<file path="src/rtl/xor_session_ctrl_if.sv">
// Host/datapath handshake bundle for the XOR session sequencer.
interface xor_session_ctrl_if #(
   parameter int MSG_SIZE = 512
);
   localparam int BCW = $clog2(MSG_SIZE) + 1;

   logic           iEn;
   logic           iStart;
   logic           iAbort;
   logic           iBit_valid;
   logic           iEncrypt_done;
   logic           iSerial_end;
   logic           oLoad_key;
   logic           oLoad_msg;
   logic           oEncrypt_go;
   logic           oSerialize_go;
   logic           oBusy;
   logic           oDone;
   logic           oError;
   logic [2:0]     oState;
   logic [BCW-1:0] oBit_count;

   modport slave (
      input  iEn, iStart, iAbort, iBit_valid, iEncrypt_done, iSerial_end,
      output oLoad_key, oLoad_msg, oEncrypt_go, oSerialize_go, oBusy, oDone,
             oError, oState, oBit_count
   );

   modport master (
      output iEn, iStart, iAbort, iBit_valid, iEncrypt_done, iSerial_end,
      input  oLoad_key, oLoad_msg, oEncrypt_go, oSerialize_go, oBusy, oDone,
             oError, oState, oBit_count
   );
endinterface

</file>
<file path="src/rtl/xor_session_ctrl.sv">
// Session sequencer: frames key then message bits, triggers encrypt and
// serialize, and watches both stages with a shared timeout timer.
module xor_session_ctrl #(
   parameter int KEY_SIZE       = 32,
   parameter int MSG_SIZE       = 512,
   parameter int TIMEOUT_CYCLES = 4096
) (
   input logic             iClk,
   input logic             iRst,
   xor_session_ctrl_if.slave bus
);
   localparam int BCW = $clog2(MSG_SIZE) + 1;
   localparam int TW  = $clog2(TIMEOUT_CYCLES);

   localparam logic [2:0] S_IDLE      = 3'd0;
   localparam logic [2:0] S_LOAD_KEY  = 3'd1;
   localparam logic [2:0] S_LOAD_MSG  = 3'd2;
   localparam logic [2:0] S_ENCRYPT   = 3'd3;
   localparam logic [2:0] S_SERIALIZE = 3'd4;
   localparam logic [2:0] S_DONE      = 3'd5;
   localparam logic [2:0] S_ERROR     = 3'd6;

   localparam logic [BCW-1:0] KEY_LAST = BCW'(KEY_SIZE - 1);
   localparam logic [BCW-1:0] MSG_LAST = BCW'(MSG_SIZE - 1);
   localparam logic [TW-1:0]  TMR_LAST = TW'(TIMEOUT_CYCLES - 1);

   logic [2:0]     state, state_nx;
   logic [BCW-1:0] cnt, cnt_nx;
   logic [TW-1:0]  tmr, tmr_nx;
   logic           ego, ego_nx, sgo, sgo_nx, done, done_nx, err, err_nx;

   // Next-state decode; abort outranks every normal transition.
   always_comb begin
      state_nx = state;
      cnt_nx   = cnt;
      tmr_nx   = tmr;
      err_nx   = err;
      ego_nx   = 1'b0;
      sgo_nx   = 1'b0;
      done_nx  = 1'b0;
      if (bus.iAbort && state != S_IDLE) begin
         state_nx = S_IDLE;
         cnt_nx   = '0;
         err_nx   = 1'b0;
      end else begin
         case (state)
            S_IDLE: if (bus.iStart) begin
               state_nx = S_LOAD_KEY;
               cnt_nx   = '0;
            end
            S_LOAD_KEY: if (bus.iBit_valid) begin
               if (cnt == KEY_LAST) begin
                  state_nx = S_LOAD_MSG;
                  cnt_nx   = '0;
               end else cnt_nx = cnt + 1'b1;
            end
            S_LOAD_MSG: if (bus.iBit_valid) begin
               if (cnt == MSG_LAST) begin
                  state_nx = S_ENCRYPT;
                  cnt_nx   = '0;
                  tmr_nx   = '0;
                  ego_nx   = 1'b1;
               end else cnt_nx = cnt + 1'b1;
            end
            // Completion is checked before the timeout so a late done still wins.
            S_ENCRYPT, S_SERIALIZE: begin
               if (state == S_ENCRYPT && bus.iEncrypt_done) begin
                  state_nx = S_SERIALIZE;
                  tmr_nx   = '0;
                  sgo_nx   = 1'b1;
               end else if (state == S_SERIALIZE && bus.iSerial_end) begin
                  state_nx = S_DONE;
                  done_nx  = 1'b1;
               end else if (tmr == TMR_LAST) begin
                  state_nx = S_ERROR;
                  err_nx   = 1'b1;
               end else tmr_nx = tmr + 1'b1;
            end
            S_DONE: state_nx = S_IDLE;
            S_ERROR: if (bus.iStart) begin
               state_nx = S_LOAD_KEY;
               cnt_nx   = '0;
               err_nx   = 1'b0;
            end
            default: state_nx = S_IDLE;
         endcase
      end
   end

   // State/counter registers; disabled cycles hold state and drop pulses.
   always_ff @(posedge iClk) begin
      if (iRst) begin
         state <= S_IDLE;
         cnt   <= '0;
         tmr   <= '0;
         ego   <= 1'b0;
         sgo   <= 1'b0;
         done  <= 1'b0;
         err   <= 1'b0;
      end else if (!bus.iEn) begin
         ego   <= 1'b0;
         sgo   <= 1'b0;
         done  <= 1'b0;
      end else begin
         state <= state_nx;
         cnt   <= cnt_nx;
         tmr   <= tmr_nx;
         ego   <= ego_nx;
         sgo   <= sgo_nx;
         done  <= done_nx;
         err   <= err_nx;
      end
   end

   assign bus.oLoad_key     = bus.iEn && bus.iBit_valid && state == S_LOAD_KEY;
   assign bus.oLoad_msg     = bus.iEn && bus.iBit_valid && state == S_LOAD_MSG;
   assign bus.oEncrypt_go   = ego;
   assign bus.oSerialize_go = sgo;
   assign bus.oDone         = done;
   assign bus.oError        = err;
   assign bus.oBusy         = state >= S_LOAD_KEY && state <= S_DONE;
   assign bus.oState        = state;
   assign bus.oBit_count    = cnt;
endmodule

</file>
<file path="src/flat_wrapper.sv">
// flat-port wrapper written by rule: the top's interface ports become plain ports
module xor_session_ctrl_flat 
#(
   parameter int KEY_SIZE       = 32,
   parameter int MSG_SIZE       = 512,
   parameter int TIMEOUT_CYCLES = 4096
)
  (iClk, iRst, bus_iEn, bus_iStart, bus_iAbort, bus_iBit_valid, bus_iEncrypt_done, bus_iSerial_end, bus_oLoad_key, bus_oLoad_msg, bus_oEncrypt_go, bus_oSerialize_go, bus_oBusy, bus_oDone, bus_oError, bus_oState, bus_oBit_count);
  xor_session_ctrl_if #(.MSG_SIZE(MSG_SIZE)) bus_i ();
  input logic iClk;
  input logic iRst;
  input wire logic [$bits(bus_i.iEn)-1:0] bus_iEn;
  input wire logic [$bits(bus_i.iStart)-1:0] bus_iStart;
  input wire logic [$bits(bus_i.iAbort)-1:0] bus_iAbort;
  input wire logic [$bits(bus_i.iBit_valid)-1:0] bus_iBit_valid;
  input wire logic [$bits(bus_i.iEncrypt_done)-1:0] bus_iEncrypt_done;
  input wire logic [$bits(bus_i.iSerial_end)-1:0] bus_iSerial_end;
  output wire logic [$bits(bus_i.oLoad_key)-1:0] bus_oLoad_key;
  output wire logic [$bits(bus_i.oLoad_msg)-1:0] bus_oLoad_msg;
  output wire logic [$bits(bus_i.oEncrypt_go)-1:0] bus_oEncrypt_go;
  output wire logic [$bits(bus_i.oSerialize_go)-1:0] bus_oSerialize_go;
  output wire logic [$bits(bus_i.oBusy)-1:0] bus_oBusy;
  output wire logic [$bits(bus_i.oDone)-1:0] bus_oDone;
  output wire logic [$bits(bus_i.oError)-1:0] bus_oError;
  output wire logic [$bits(bus_i.oState)-1:0] bus_oState;
  output wire logic [$bits(bus_i.oBit_count)-1:0] bus_oBit_count;
  assign bus_i.iEn = bus_iEn;
  assign bus_i.iStart = bus_iStart;
  assign bus_i.iAbort = bus_iAbort;
  assign bus_i.iBit_valid = bus_iBit_valid;
  assign bus_i.iEncrypt_done = bus_iEncrypt_done;
  assign bus_i.iSerial_end = bus_iSerial_end;
  assign bus_oLoad_key = bus_i.oLoad_key;
  assign bus_oLoad_msg = bus_i.oLoad_msg;
  assign bus_oEncrypt_go = bus_i.oEncrypt_go;
  assign bus_oSerialize_go = bus_i.oSerialize_go;
  assign bus_oBusy = bus_i.oBusy;
  assign bus_oDone = bus_i.oDone;
  assign bus_oError = bus_i.oError;
  assign bus_oState = bus_i.oState;
  assign bus_oBit_count = bus_i.oBit_count;
  xor_session_ctrl #(.KEY_SIZE(KEY_SIZE), .MSG_SIZE(MSG_SIZE), .TIMEOUT_CYCLES(TIMEOUT_CYCLES)) u_core (.iClk(iClk), .iRst(iRst), .bus(bus_i));
endmodule
</file>
<file path="config.mk">
export PLATFORM = sky130hd
export DESIGN_NAME = xor_session_ctrl_flat
export DESIGN_NICKNAME = d
export VERILOG_FILES = /design/src/rtl/xor_session_ctrl_if.sv /design/src/rtl/xor_session_ctrl.sv /design/src/flat_wrapper.sv
export SDC_FILE = /design/constraint.sdc
export NUM_CORES = 1
export LEC_CHECK = 0
export BUFFER_PORTS_ARGS = -buffer_cell sky130_fd_sc_hd__buf_2
export CAP_MARGIN = 0
export CELL_PAD_IN_SITES_DETAIL_PLACEMENT = 0
export CELL_PAD_IN_SITES_GLOBAL_PLACEMENT = 1
export CORE_MARGIN = 2
export CORE_UTILIZATION = 40
export CTS_CLUSTER_SIZE = 16
export DETAILED_ROUTE_END_ITERATION = 10
export GPL_TIMING_DRIVEN = 0
export PLACE_DENSITY_LB_ADDON = 0.1
export SKIP_LAST_GASP = 1
export SLEW_MARGIN = 30
export SYNTH_ARGS = -nofsm -noshare
export SYNTH_HDL_FRONTEND = slang
export SYNTH_SLANG_ARGS = --single-unit
</file>
<file path="constraint.sdc">
create_clock -name iClk -period 2.6 [get_ports iClk]
set_input_delay 0.52 -clock iClk [delete_from_list [all_inputs] [get_ports iClk]]
set_output_delay 0.52 -clock iClk [all_outputs]
set_load 0.01 [all_outputs]
</file>
# Word level (Yosys, flattened, before mapping)
# Cells that the tools add are included.
[classes] n_addsub=2 magnitude_cmp=2 eq_ne=22 n_mux=32 bitwise_logic=5 reduce_logical=21
[op_table] cell="10-bit two-way mux" count=6
[op_table] cell="12-bit two-way mux" count=5
[op_table] cell="10-bit one-hot mux with 3 select lines" count=1
[op_table] cell="3-bit two-way mux" count=9
[op_table] cell="12-bit one-hot mux with 2 select lines" count=1
[op_table] cell="3-bit by 2-bit inequality test with 1-bit output (second input constant)" count=7
[op_table] cell="7-bit AND reduction" count=2
[op_table] cell="12-bit by 1-bit adder with 12-bit output (second input constant)" count=1
[op_table] cell="12-bit equality test (second input constant)" count=1
[op_table] cell="3-bit by 1-bit inequality test with 1-bit output (second input constant)" count=4
[op_table] cell="3-bit one-hot mux with 4 select lines" count=1
[op_table] cell="10-bit by 1-bit adder with 10-bit output (second input constant)" count=1
[op_table] cell="10-bit by 5-bit equality test with 1-bit output (second input constant)" count=1
[op_table] cell="10-bit by 9-bit equality test with 1-bit output (second input constant)" count=1
[op_table] cell="5-bit OR reduction" count=2
[op_table] cell="1-bit two-way mux" count=8
[op_table] cell="1-bit logical AND" count=7
[op_table] cell="3-bit by 2-bit equality test with 1-bit output (second input constant)" count=2
[op_table] cell="3-bit equality test (second input constant)" count=2
[op_table] cell="6-bit AND reduction" count=1
[op_table] cell="3-bit nonzero test" count=2
[op_table] cell="5-bit by 1-bit inequality test with 1-bit output (second input constant)" count=1
[op_table] cell="1-bit inverter" count=5
[op_table] cell="5-bit AND reduction" count=1
[op_table] cell="other kinds (11)" count=12
[word_totals] regBits=29 wordCells=91

# Logic depth before layout (Yosys ltp)
# Gate-level depths: netlist (run 1).
[logic_depth] depth_word=6 ltp_mapped=9 ltp_nobuf=7

# Worst setup path before layout (run 1)
# No wires, ideal clock.
[synth_path] path_type="flip-flop to flip-flop" from="register u_core.state[2] (netlist: u_core.bus.oState[2])" to="register u_core.tmr[11]" arrival_time_ps=2059 path_slack_ps=471 stages_incl_launch_ff=9 n_path_buf=2 period_less_slack_ps=2129 path_cell_list="dfxtp_1 buf_2 or3b_1 buf_2 o22ai_2 nand4b_2 a21o_1 or4_1 a21oi_1"
[synth_via] elab_chain_cells=4
[synth_rtl] item="from (decl)" line="xor_session_ctrl.sv:27" rtl="logic [2:0] state, state_nx;"
[synth_rtl] item="from (signal assigned)" line="xor_session_ctrl.sv:105" rtl="state <= state_nx;"
[synth_rtl] item="3-bit equality test (tied with other cells)" line="xor_session_ctrl.sv:46, xor_session_ctrl.sv:71"
[synth_rtl] item="2-bit OR reduction (tied with other cells)" line="xor_session_ctrl.sv:46" rtl="case (state)"
[synth_rtl] item="3-bit by 2-bit inequality test with 1-bit output (no source line) (tied with other cells)"
[synth_rtl] item="7-bit AND reduction (no source line) or 12-bit one-hot mux with 2 select lines (tied branches)"
[synth_rtl] item="to (signal assigned)" line="xor_session_ctrl.sv:107" rtl="tmr <= tmr_nx;"
[synth_rtl] item="to (decl)" line="xor_session_ctrl.sv:29" rtl="logic [TW-1:0] tmr, tmr_nx;"
# Several ways; a longest one is shown, not always the timed one.
# A chain may end at the register's enable or synchronous reset.

# Worst setup path in the final report (run 1)
[layout_path] from="register u_core.state[2] (netlist: u_core.bus.oState[2])" to="register u_core.cnt[6] (netlist: u_core.bus.oBit_count[6])"
[layout_via] elab_chain_cells=4
[layout_rtl] item="3-bit equality test (tied with other cells)" line="xor_session_ctrl.sv:46"
[layout_rtl] item="2-bit OR reduction (no source line) or 1-bit logical AND (tied branches)"
[layout_rtl] item="3-bit by 1-bit inequality test with 1-bit output (no source line) (tied with other cells)"
[layout_rtl] item="5-bit AND reduction (no source line) or 10-bit two-way mux (tied branches)"
[layout_rtl] item="to (signal assigned)" line="xor_session_ctrl.sv:106" rtl="cnt <= cnt_nx;"
[layout_rtl] item="to (decl)" line="xor_session_ctrl.sv:28" rtl="logic [BCW-1:0] cnt, cnt_nx;"
# Several ways; a longest one is shown, not always the timed one.

==> results of run 1 <==
[sequential cells by signal, indices dropped and copies added, names as in the netlist]
| signal | flops |
|---|---|
| u_core.bus.oSerialize_go | 1 |
| u_core.tmr | 12 |
| u_core.bus.oBit_count | 10 |
| u_core.bus.oEncrypt_go | 1 |
| u_core.bus.oError | 1 |
| u_core.bus.oState | 3 |
| u_core.bus.oDone | 1 |
[critical path, cell delays in order (launching register included)]
cell and delay [ns]:
dfxtp_1 0.32, buf_2 0.18, clkbuf_1 0.35, o31a_1 0.29, o221ai_1 0.15, buf_2 0.22
o21bai_1 0.53, nor2_1 0.11
[placed cells by master (no fill, tap or decap), types with 3 or more instances in the layout]
master | synthesis | final
clkbuf_8 | 0 | 5
nand2_1 | 21 | 21
nand3_1 | 11 | 11
nor3_1 | 11 | 10
nand4_1 | 3 | 3
buf_2 | 4 | 30
nand2b_1 | 6 | 6
nor4_1 | 3 | 3
dfxtp_1 | 29 | 29
xnor2_1 | 7 | 7
nor2_1 | 31 | 31
and3_1 | 4 | 4
clkbuf_1 | 8 | 8
inv_1 | 6 | 6
o21ai_0 | 18 | 18
mux2i_1 | 4 | 4
a21oi_1 | 17 | 17
nand3b_1 | 5 | 5
a31oi_1 | 3 | 3
nor2b_1 | 6 | 6
[per-stage QoR]
step / util / instance area [µm²] / worst slack (ns) / cells
CTS: 0.4714 / 2024 / 0.1279 / 318
global placement: 0.4522 / 1942 / 0.1351 / 310
global route: 0.4744 / 2037 / 0.04180 / 318
finish: 0.4744 / 2037 / 0.3034 / 318
floorplan: - / 1747 / 0.4705 / 232
detailed placement: 0.4522 / 1942 / 0.1678 / 310
[cells by family (layout without fill, tap and decap cells)]
kind of cell	Yosys count	count (layout)	share of synthesized area
mux	4	4	0.02292
compound gates	60	60	0.2221
buf+inv	20	54	0.05014
xor+xnor	8	8	0.04012
flops	29	29	0.3324
simple gates	109	109	0.3181
fa+ha+maj	2	2	0.01432
[power by group]
| group | switching, mW | total [mW] | leakage, nW | internal (mW) |
|---|---|---|---|---|
| sequential | 0.0174 | 0.481 | 0.234 | 0.464 |
| clock | 0.179 | 0.364 | 0.0450 | 0.185 |
| combinational | 0.219 | 0.359 | 0.503 | 0.140 |
[worst min path at each step]
stage	startpoint	to	cells after the start
6_report	u_core.bus.oError	u_core.bus.oError	2
5_1_grt	u_core.bus.oError	u_core.bus.oError	2
3_5_place_dp	u_core.bus.oError	u_core.bus.oError	2
2_1_floorplan	u_core.tmr[11]	u_core.tmr[11]	2
4_1_cts	u_core.bus.oError	u_core.bus.oError	2
3_3_place_gp	u_core.bus.oError	u_core.bus.oError	2
[layer usage]
| layer | track usage | share of wire | up-vias |
|---|---|---|---|
| li1 | - | - | 899 |
| met1 | 0.2656 | 0.51 | 777 |
| met2 | 0.2921 | 0.43 | 46 |
| met3 | 0.05051 | 0.048 | 7 |
| met4 | 0.05769 | 0.013 | 0 |
| met5 | 0 | 0 | - |
[what timing repair did]
item | in CTS | in global routing
buffers inserted | 0 | 0
endpoints found under the setup margin | 0 | 10
resized for setup | 0 | 4
[layout make-up]
cell class | count | share of cell area
Multi-Input combinational cell | 183 | 0.5350
Clock buffer | 6 | 0.03563
Inverter | 6 | 0.01106
Buffer | 14 | 0.03256
Timing Repair Buffer | 26 | 0.06388
Tap cell | 52 | 0.03194
Clock inverter | 2 | 0.004914
Sequential cell | 29 | 0.2850
==> impl_metrics.py, run 1 <==
metrics = {
    "routing": {
        "drc": 0,
        "ant_nets": 0,
        "vias": 1729,
        "dr.first_iter.drc_count": 138,
        "drt-vias-per-instance": 5.437,
        "totalWireLength_um": 4351,
        "wl_per_cell_um": 13.68,
        "first_pass_iters": 4,
    },
    "timing": {
        "setup_viol": 0,
        "fin_crit_ns": 2.297,
        "whs_ns": 0.4588,
        "fmax_mhz": 435.4,
        "final-hold-violation-count": 0,
        "setup_tns_ns": 0,
        "max_slew_margin": 0.5992,
        "worst_slew_pin_slew_ns": 0.5860,
        "rsz0062_at_grt": "false",
        "finalClockSkew_ns": 0.002966,
        "post-route-period-util": 0.8833,
        "slew_viol_final": 0,
    },
    "clock_tree": {
        "numCtsBuffers": 5,
        "clk_pin_slew_ns": 0.06,
        "root_buffer": "clkbuf_8",
        "ctsHoldBuffers": 0,
        "h-tree-depth": 2,
        "cts_tree": "done",
        "clk_latency_ns": 0.28,
        "cts_sinks": 29,
        "clockBufferDepth": 2,
    },
    "cells_and_area": {
        "multiInputGateArea_mm2": 0.001090,
        "n_fill_cell": 444,
        "diodes": 0,
        "synthToLayoutAreaGrowth_pct": 16.62,
        "drive_above_1_share": 0.1692,
        "finalNetCount": 275,
        "regArea_um2": 580.6,
    },
    "synth": {
        "synth_seq_cells": 29,
        "synthFlopType": "dfxtp_1",
        "yosysMostFrequentCell": "nor2_1",
        "synth_top_area_frac": 0.3324,
        "syn_area_mm2": 0.001747,
        "seq_area_frac_synth": 0.3324,
        "yosys.area.top_type": "dfxtp_1",
        "synth_fp_nets": 242,
        "syn-mean-instance-area_um2": 7.529,
        "syn_inst": 232,
        "async_reset_ff_frac": 0,
        "ys_warn_count": 0,
        "synthTopCellsByCount": "nor2_1, dfxtp_1, nand2_1",
        "synth.area.top_cells": "dfxtp_1, nor2_1, o21ai_0, a21oi_1, nand2_1",
        "synth_edf_count": 0,
        "synthDistinctLibCells": 48,
    },
    "die": {
        "die_w_um": 70.08,
        "core_mm2": 0.004294,
        "dieArea_mm2": 0.004911,
        "fp.dieH_um": 70.08,
        "rows": 24,
        "ioPinCount": 28,
        "start_util": 0.4068,
    },
    "flow_run": {
        "maxCapViolCount": 0,
    },
    "hold_path": {
        "hold_class": "reg -> reg",
    },
    "critical_path": {
        "critical_path_required_ns": 2.75,
        "setup.worst_path.start": "u_core.bus.oState[2]",
        "critPathKind": "reg -> reg",
        "r2r-start": "u_core.bus.oState[2]",
        "crit-reg2reg-capture": "u_core.bus.oBit_count[6]",
        "critPathLaunchType": "flop",
        "arrival_ns": 2.45,
        "r2r_slack_ns": 0.30,
        "endpoint_kind": "flop",
        "reg2regPathDepth": 7,
        "critPathCapture": "u_core.bus.oBit_count[6]",
        "cp_max_fo": 10,
    },
    "global_routing": {
        "antenna_found_initial": 0,
        "grt_pass1_vias": 1570,
        "grt_overflow": 0,
        "grt_first_pass_wirelength_um": 7596,
        "grt_use_total": 0.1917,
        "grt_max_degree": 11,
    },
    "power": {
        "irDropWorstVdd_mv": 0.2689,
        "power.total_mw": 1.204,
        "p_per_area_mw_per_mm2": 591.0,
        "leakage_nw": 0.7816,
    },
    "placed_design": {
        "port_buffers": 26,
        "place_hpwl_um": 3157,
        "gp_congestion": 0.8271,
    },
    "status": {
        "status": "finished clean",
    },
}
(Power assumes the default switching activity.)
==> run 2, diff against run 1 <==
--- a/config.mk
+++ b/config.mk
@@ -5,7 +5,6 @@
 export SDC_FILE = /design/constraint.sdc
 export NUM_CORES = 1
 export LEC_CHECK = 0
-export BUFFER_PORTS_ARGS = -buffer_cell sky130_fd_sc_hd__buf_2
 export CAP_MARGIN = 0
 export CELL_PAD_IN_SITES_DETAIL_PLACEMENT = 0
 export CELL_PAD_IN_SITES_GLOBAL_PLACEMENT = 1
@@ -13,6 +12,7 @@
 export CORE_UTILIZATION = 40
 export CTS_CLUSTER_SIZE = 16
 export DETAILED_ROUTE_END_ITERATION = 10
+export DONT_BUFFER_PORTS = 1
 export GPL_TIMING_DRIVEN = 0
 export PLACE_DENSITY_LB_ADDON = 0.1
 export SKIP_LAST_GASP = 1
==> impl_metrics.py, run 2 (synthesis results as in run 1) <==
metrics = {
    "status": {
        "status": "finished clean",
    },
    "timing": {
        "final-hold-violation-count": 0,
        "finalClockSkew_ns": 0.004602,
        "max_slew_margin": 0.6217,
        "worst_slew_pin_slew_ns": 0.5531,
        "rsz0062_at_grt": "false",
        "whs_ns": 0.3876,
        "fin_crit_ns": 2.351,
        "slew_viol_final": 0,
        "post-route-period-util": 0.9044,
        "setup_viol": 0,
        "fmax_mhz": 425.3,
        "setup_tns_ns": 0,
    },
    "die": {
        "core_mm2": 0.004294,
        "rows": 24,
        "ioPinCount": 28,
        "fp.dieH_um": 70.08,
        "dieArea_mm2": 0.004911,
        "die_w_um": 70.08,
        "start_util": 0.4068,
    },
    "clock_tree": {
        "clk_latency_ns": 0.29,
        "numCtsBuffers": 5,
        "root_buffer": "clkbuf_8",
        "clk_pin_slew_ns": 0.07,
        "h-tree-depth": 2,
        "post_cts_buffers": 0,
        "clockBufferDepth": 2,
        "cts_sinks": 29,
        "ctsHoldBuffers": 0,
        "cts_tree": "done",
    },
    "critical_path": {
        "critPathKind": "reg -> reg",
        "cp_max_fo": 5,
        "critPathLaunchType": "flop",
        "r2r_slack_ns": 0.25,
        "reg2regPathDepth": 7,
        "r2r-start": "u_core.bus.oBit_count[0]",
        "crit-reg2reg-capture": "u_core.tmr[11]",
        "critical_path_required_ns": 2.82,
        "arrival_ns": 2.57,
        "endpoint_kind": "flop",
        "setup.worst_path.start": "u_core.bus.oBit_count[0]",
    },
    "routing": {
        "drc": 0,
        "drt-vias-per-instance": 5.651,
        "totalWireLength_um": 4464,
        "wl_per_cell_um": 15.29,
        "vias": 1650,
        "first_pass_iters": 4,
        "ant_nets": 0,
        "dr.first_iter.drc_count": 80,
    },
    "power": {
        "leakage_nw": 0.6482,
        "irDropWorstVdd_mv": 0.2821,
        "p_per_area_mw_per_mm2": 621.3,
    },
    "cells_and_area": {
        "final_util": 0.4458,
        "layout_common_cells": "nor2_1, dfxtp_1, nand2_1, o21ai_0, a21oi_1",
        "finalNetCount": 249,
        "design_area_mm2": 0.001914,
        "final_common_cell": "nor2_1",
        "n_fill_cell": 479,
        "drive_above_1_share": 0.08750,
        "diodes": 0,
        "synthToLayoutAreaGrowth_pct": 9.599,
        "largest_reg_flops": 12,
        "top_register": "u_core.tmr",
    },
    "flow_run": {
        "maxCapViolCount": 0,
    },
    "placed_design": {
        "gp_congestion": 0.8317,
        "place_area_mm2": 0.001812,
        "place_hpwl_um": 3203,
        "port_buffers": 0,
    },
    "global_routing": {
        "grt_max_degree": 11,
        "grt_pass1_vias": 1575,
        "grt_use_total": 0.1974,
        "antenna_found_initial": 0,
        "grt_first_pass_wirelength_um": 7686,
        "grt_overflow": 0,
    },
    "hold_path": {
        "min_to": "u_core.bus.oDone",
        "whs_path_depth": 2,
        "hold_class": "in -> reg",
        "worstHoldStart": "bus_iEn",
    },
}
## run 2: cell types whose count changed in the layout (fill, tap and decap cells not counted)
| cell | change |
|---|---|
| buf_2 | -26 |
| clkbuf_1 | -1 |
| clkinvlp_4 | +1 |
| o21bai_1 | -1 |
| o21bai_2 | +1 |
## run 2: worst max-delay path by stage
stage / endpoint / depth (start not counted)
global route: u_core.tmr[3] / 9
global placement: u_core.tmr[7] / 9
floorplan: u_core.tmr[11] / 8
CTS: u_core.tmr[7] / 9
finish: u_core.tmr[11] / 7
detailed placement: u_core.tmr[5] / 9
## run 2: per-stage QoR
stage                     power (mW)  setup WS [ns]  std cells
after CTS                      1.201         0.1247        292
after floorplan               0.7491         0.4705        232
after detailed placement      0.8159         0.1250        284
after global routing           1.263        0.03585        292
final                          1.189         0.2485        292
after global placement        0.8167         0.1471        284
## run 2: layer usage
layer,vias to the layer above,share of wire,GRT usage
li1,851,-,-
met4,0,0.013,0.06410
met1,747,0.50,0.2718
met2,46,0.43,0.2952
met5,-,0,0
met3,6,0.055,0.05916
## run 2: timing repair
action | in CTS | in global routing
endpoints found under the hold margin | 0 | 0
endpoints found under the setup margin | 0 | 19
resized for setup | 0 | 5
## run 2: critical path: stages (launching register included)
cell and delay, ns:
dfxtp_1 0.47, ha_1 0.23, nand4_1 0.20, o311ai_2 0.35
nand4b_2 0.21, a21o_1 0.22, or4_1 0.46, a21oi_1 0.15
## run 2: cell type report
| type | count | area (µm²) | share of cell area |
|---|---|---|---|
| buffer | 14 | 66.31 | 0.03464 |
| clock buffer | 5 | 68.82 | 0.03595 |
| clock inverter | 3 | 17.52 | 0.009150 |
| inverter | 6 | 22.52 | 0.01176 |
| multi-input combinational | 183 | 1094 | 0.5712 |
| sequential | 29 | 580.6 | 0.3033 |
| tap | 52 | 65.06 | 0.03399 |
## run 2: where the power goes
part           internal (mW)  switching [mW]  leakage (nW)  total, mW
sequential             0.463          0.0290         0.234      0.492
combinational          0.119           0.199         0.370      0.318
clock                  0.184           0.194        0.0439      0.379
total                  0.767           0.422         0.648       1.19
==> run 3, diff against run 2 <==
--- a/config.mk
+++ b/config.mk
@@ -15,6 +15,7 @@
 export DONT_BUFFER_PORTS = 1
 export GPL_TIMING_DRIVEN = 0
 export PLACE_DENSITY_LB_ADDON = 0.1
+export RECOVER_POWER = 50
 export SKIP_LAST_GASP = 1
 export SLEW_MARGIN = 30
 export SYNTH_ARGS = -nofsm -noshare
==> impl_metrics.py, run 3 (synthesis results as in run 1) <==
metrics = {
    "routing": {
        "drc": 0,
        "ant_nets": 0,
        "wl_per_cell_um": 15.32,
        "dr.first_iter.drc_count": 77,
        "first_pass_iters": 4,
        "totalWireLength_um": 4474,
        "drt-vias-per-instance": 5.678,
        "vias": 1658,
    },
    "placed_design": {
        "gp_congestion": 0.8317,
        "dp_cells": 284,
        "port_buffers": 0,
        "place_hpwl_um": 3203,
    },
    "cells_and_area": {
        "final_util": 0.4455,
        "final_common_cell": "nor2_1",
        "finalNetCount": 249,
        "drive_above_1_share": 0.08333,
        "largest_reg_flops": 12,
        "synthToLayoutAreaGrowth_pct": 9.527,
        "diodes": 0,
        "layout_common_cells": "nor2_1, dfxtp_1, nand2_1, o21ai_0, a21oi_1",
        "final_cells": 292,
        "top_register": "u_core.tmr",
    },
    "timing": {
        "worst_slew_pin_slew_ns": 0.5522,
        "setup_tns_ns": 0,
        "finalClockSkew_ns": 0.006097,
        "final-hold-violation-count": 0,
        "rsz0062_at_grt": "false",
        "setup_viol": 0,
        "slew_viol_final": 0,
        "max_slew_margin": 0.6223,
        "post-route-period-util": 0.9215,
        "fmax_mhz": 417.4,
        "fin_crit_ns": 2.396,
    },
    "critical_path": {
        "r2r_slack_ns": 0.21,
        "cp_max_fo": 10,
        "arrival_ns": 1.88,
        "critPathLaunchType": "flop",
        "critical_path_required_ns": 2.08,
        "endpoint_kind": "primary output",
        "critPathKind": "reg -> out",
    },
    "flow_run": {
        "maxCapViolCount": 0,
    },
    "die": {
        "ioPinCount": 28,
        "die_w_um": 70.08,
        "rows": 24,
        "fp.dieH_um": 70.08,
        "dieArea_mm2": 0.004911,
        "core_mm2": 0.004294,
        "start_util": 0.4068,
    },
    "status": {
        "status": "finished clean",
    },
    "clock_tree": {
        "root_buffer": "clkbuf_8",
        "cts_sinks": 29,
        "ctsHoldBuffers": 0,
        "clk_latency_ns": 0.29,
        "post_cts_buffers": 0,
        "clk_pin_slew_ns": 0.07,
        "h-tree-depth": 2,
        "cts_tree": "done",
        "clockBufferDepth": 2,
        "numCtsBuffers": 5,
    },
    "global_routing": {
        "grt_overflow": 0,
        "grt_pass1_vias": 1575,
        "grt_use_total": 0.1974,
        "antenna_found_initial": 0,
        "grt_first_pass_wirelength_um": 7686,
        "grt_max_degree": 11,
    },
    "power": {
        "p_per_area_mw_per_mm2": 622.6,
        "leakage_nw": 0.6440,
        "irDropWorstVdd_mv": 0.2821,
    },
    "hold_path": {
        "hold_class": "in -> reg",
    },
}
## run 3: cell count changes in the layout (fill, tap and decap cells not counted)
cell      delta
clkbuf_1     +2
buf_1        -1
buf_2        -1
## run 3: metrics by stage
| step | total power [mW] | cell area (µm²) | hold WS [ns] | worst slack [ns] |
|---|---|---|---|---|
| 6_report | 1.191 | 1913 | 0.3873 | 0.2042 |
| 5_1_grt | 1.262 | 1913 | 0.3824 | 0.005585 |
| 4_1_cts | 1.201 | 1898 | 0.3790 | 0.1247 |
| 3_5_place_dp | 0.8159 | 1812 | 0.4812 | 0.1250 |
| 3_3_place_gp | 0.8167 | 1812 | 0.4745 | 0.1471 |
| 2_1_floorplan | 0.7491 | 1747 | 0.4532 | 0.4705 |
## run 3: what timing repair did
action,CTS,global route
resized for setup,0,5
endpoints found under the setup margin,0,19
endpoints found under the hold margin,0,0
## run 3: final timing paths
path | to | cells after the start | start
setup / recovery | bus_oLoad_msg | 4 | u_core.bus.oState[1]
hold / removal | u_core.bus.oDone | 2 | bus_iEn
setup reg to reg | u_core.tmr[7] | 8 | u_core.bus.oState[1]
hold reg to reg | u_core.tmr[11] | 2 | u_core.tmr[11]
## run 3: layout make-up
class                   count  area (µm²)
fillers                   480        2381
flip-flops and latches     29       580.6
clock inverters             3       17.52
plain buffers              14       65.06
multi-input cells         183        1094
well taps                  52       65.06
clock buffers               5       68.82
inverters                   6       22.52
## run 3: power by group
part | internal, mW | switching [mW]
clock network | 0.185 | 0.196
logic | 0.119 | 0.199
registers | 0.463 | 0.0291
## run 3: per-layer routing
metal	global-route usage	part of all wire	wire, µm
met1	0.2718	0.50	2225
met2	0.2952	0.43	1930
met3	0.05916	0.058	259
met4	0.06410	0.013	58
met5	0	0	0
## run 3: worst max-delay path, stage by stage (launching register included)
cell and delay [ns]:
dfxtp_1 0.43, clkbuf_1 0.35, nor2b_1 0.37, nand2_1 0.16, nor2_1 0.28
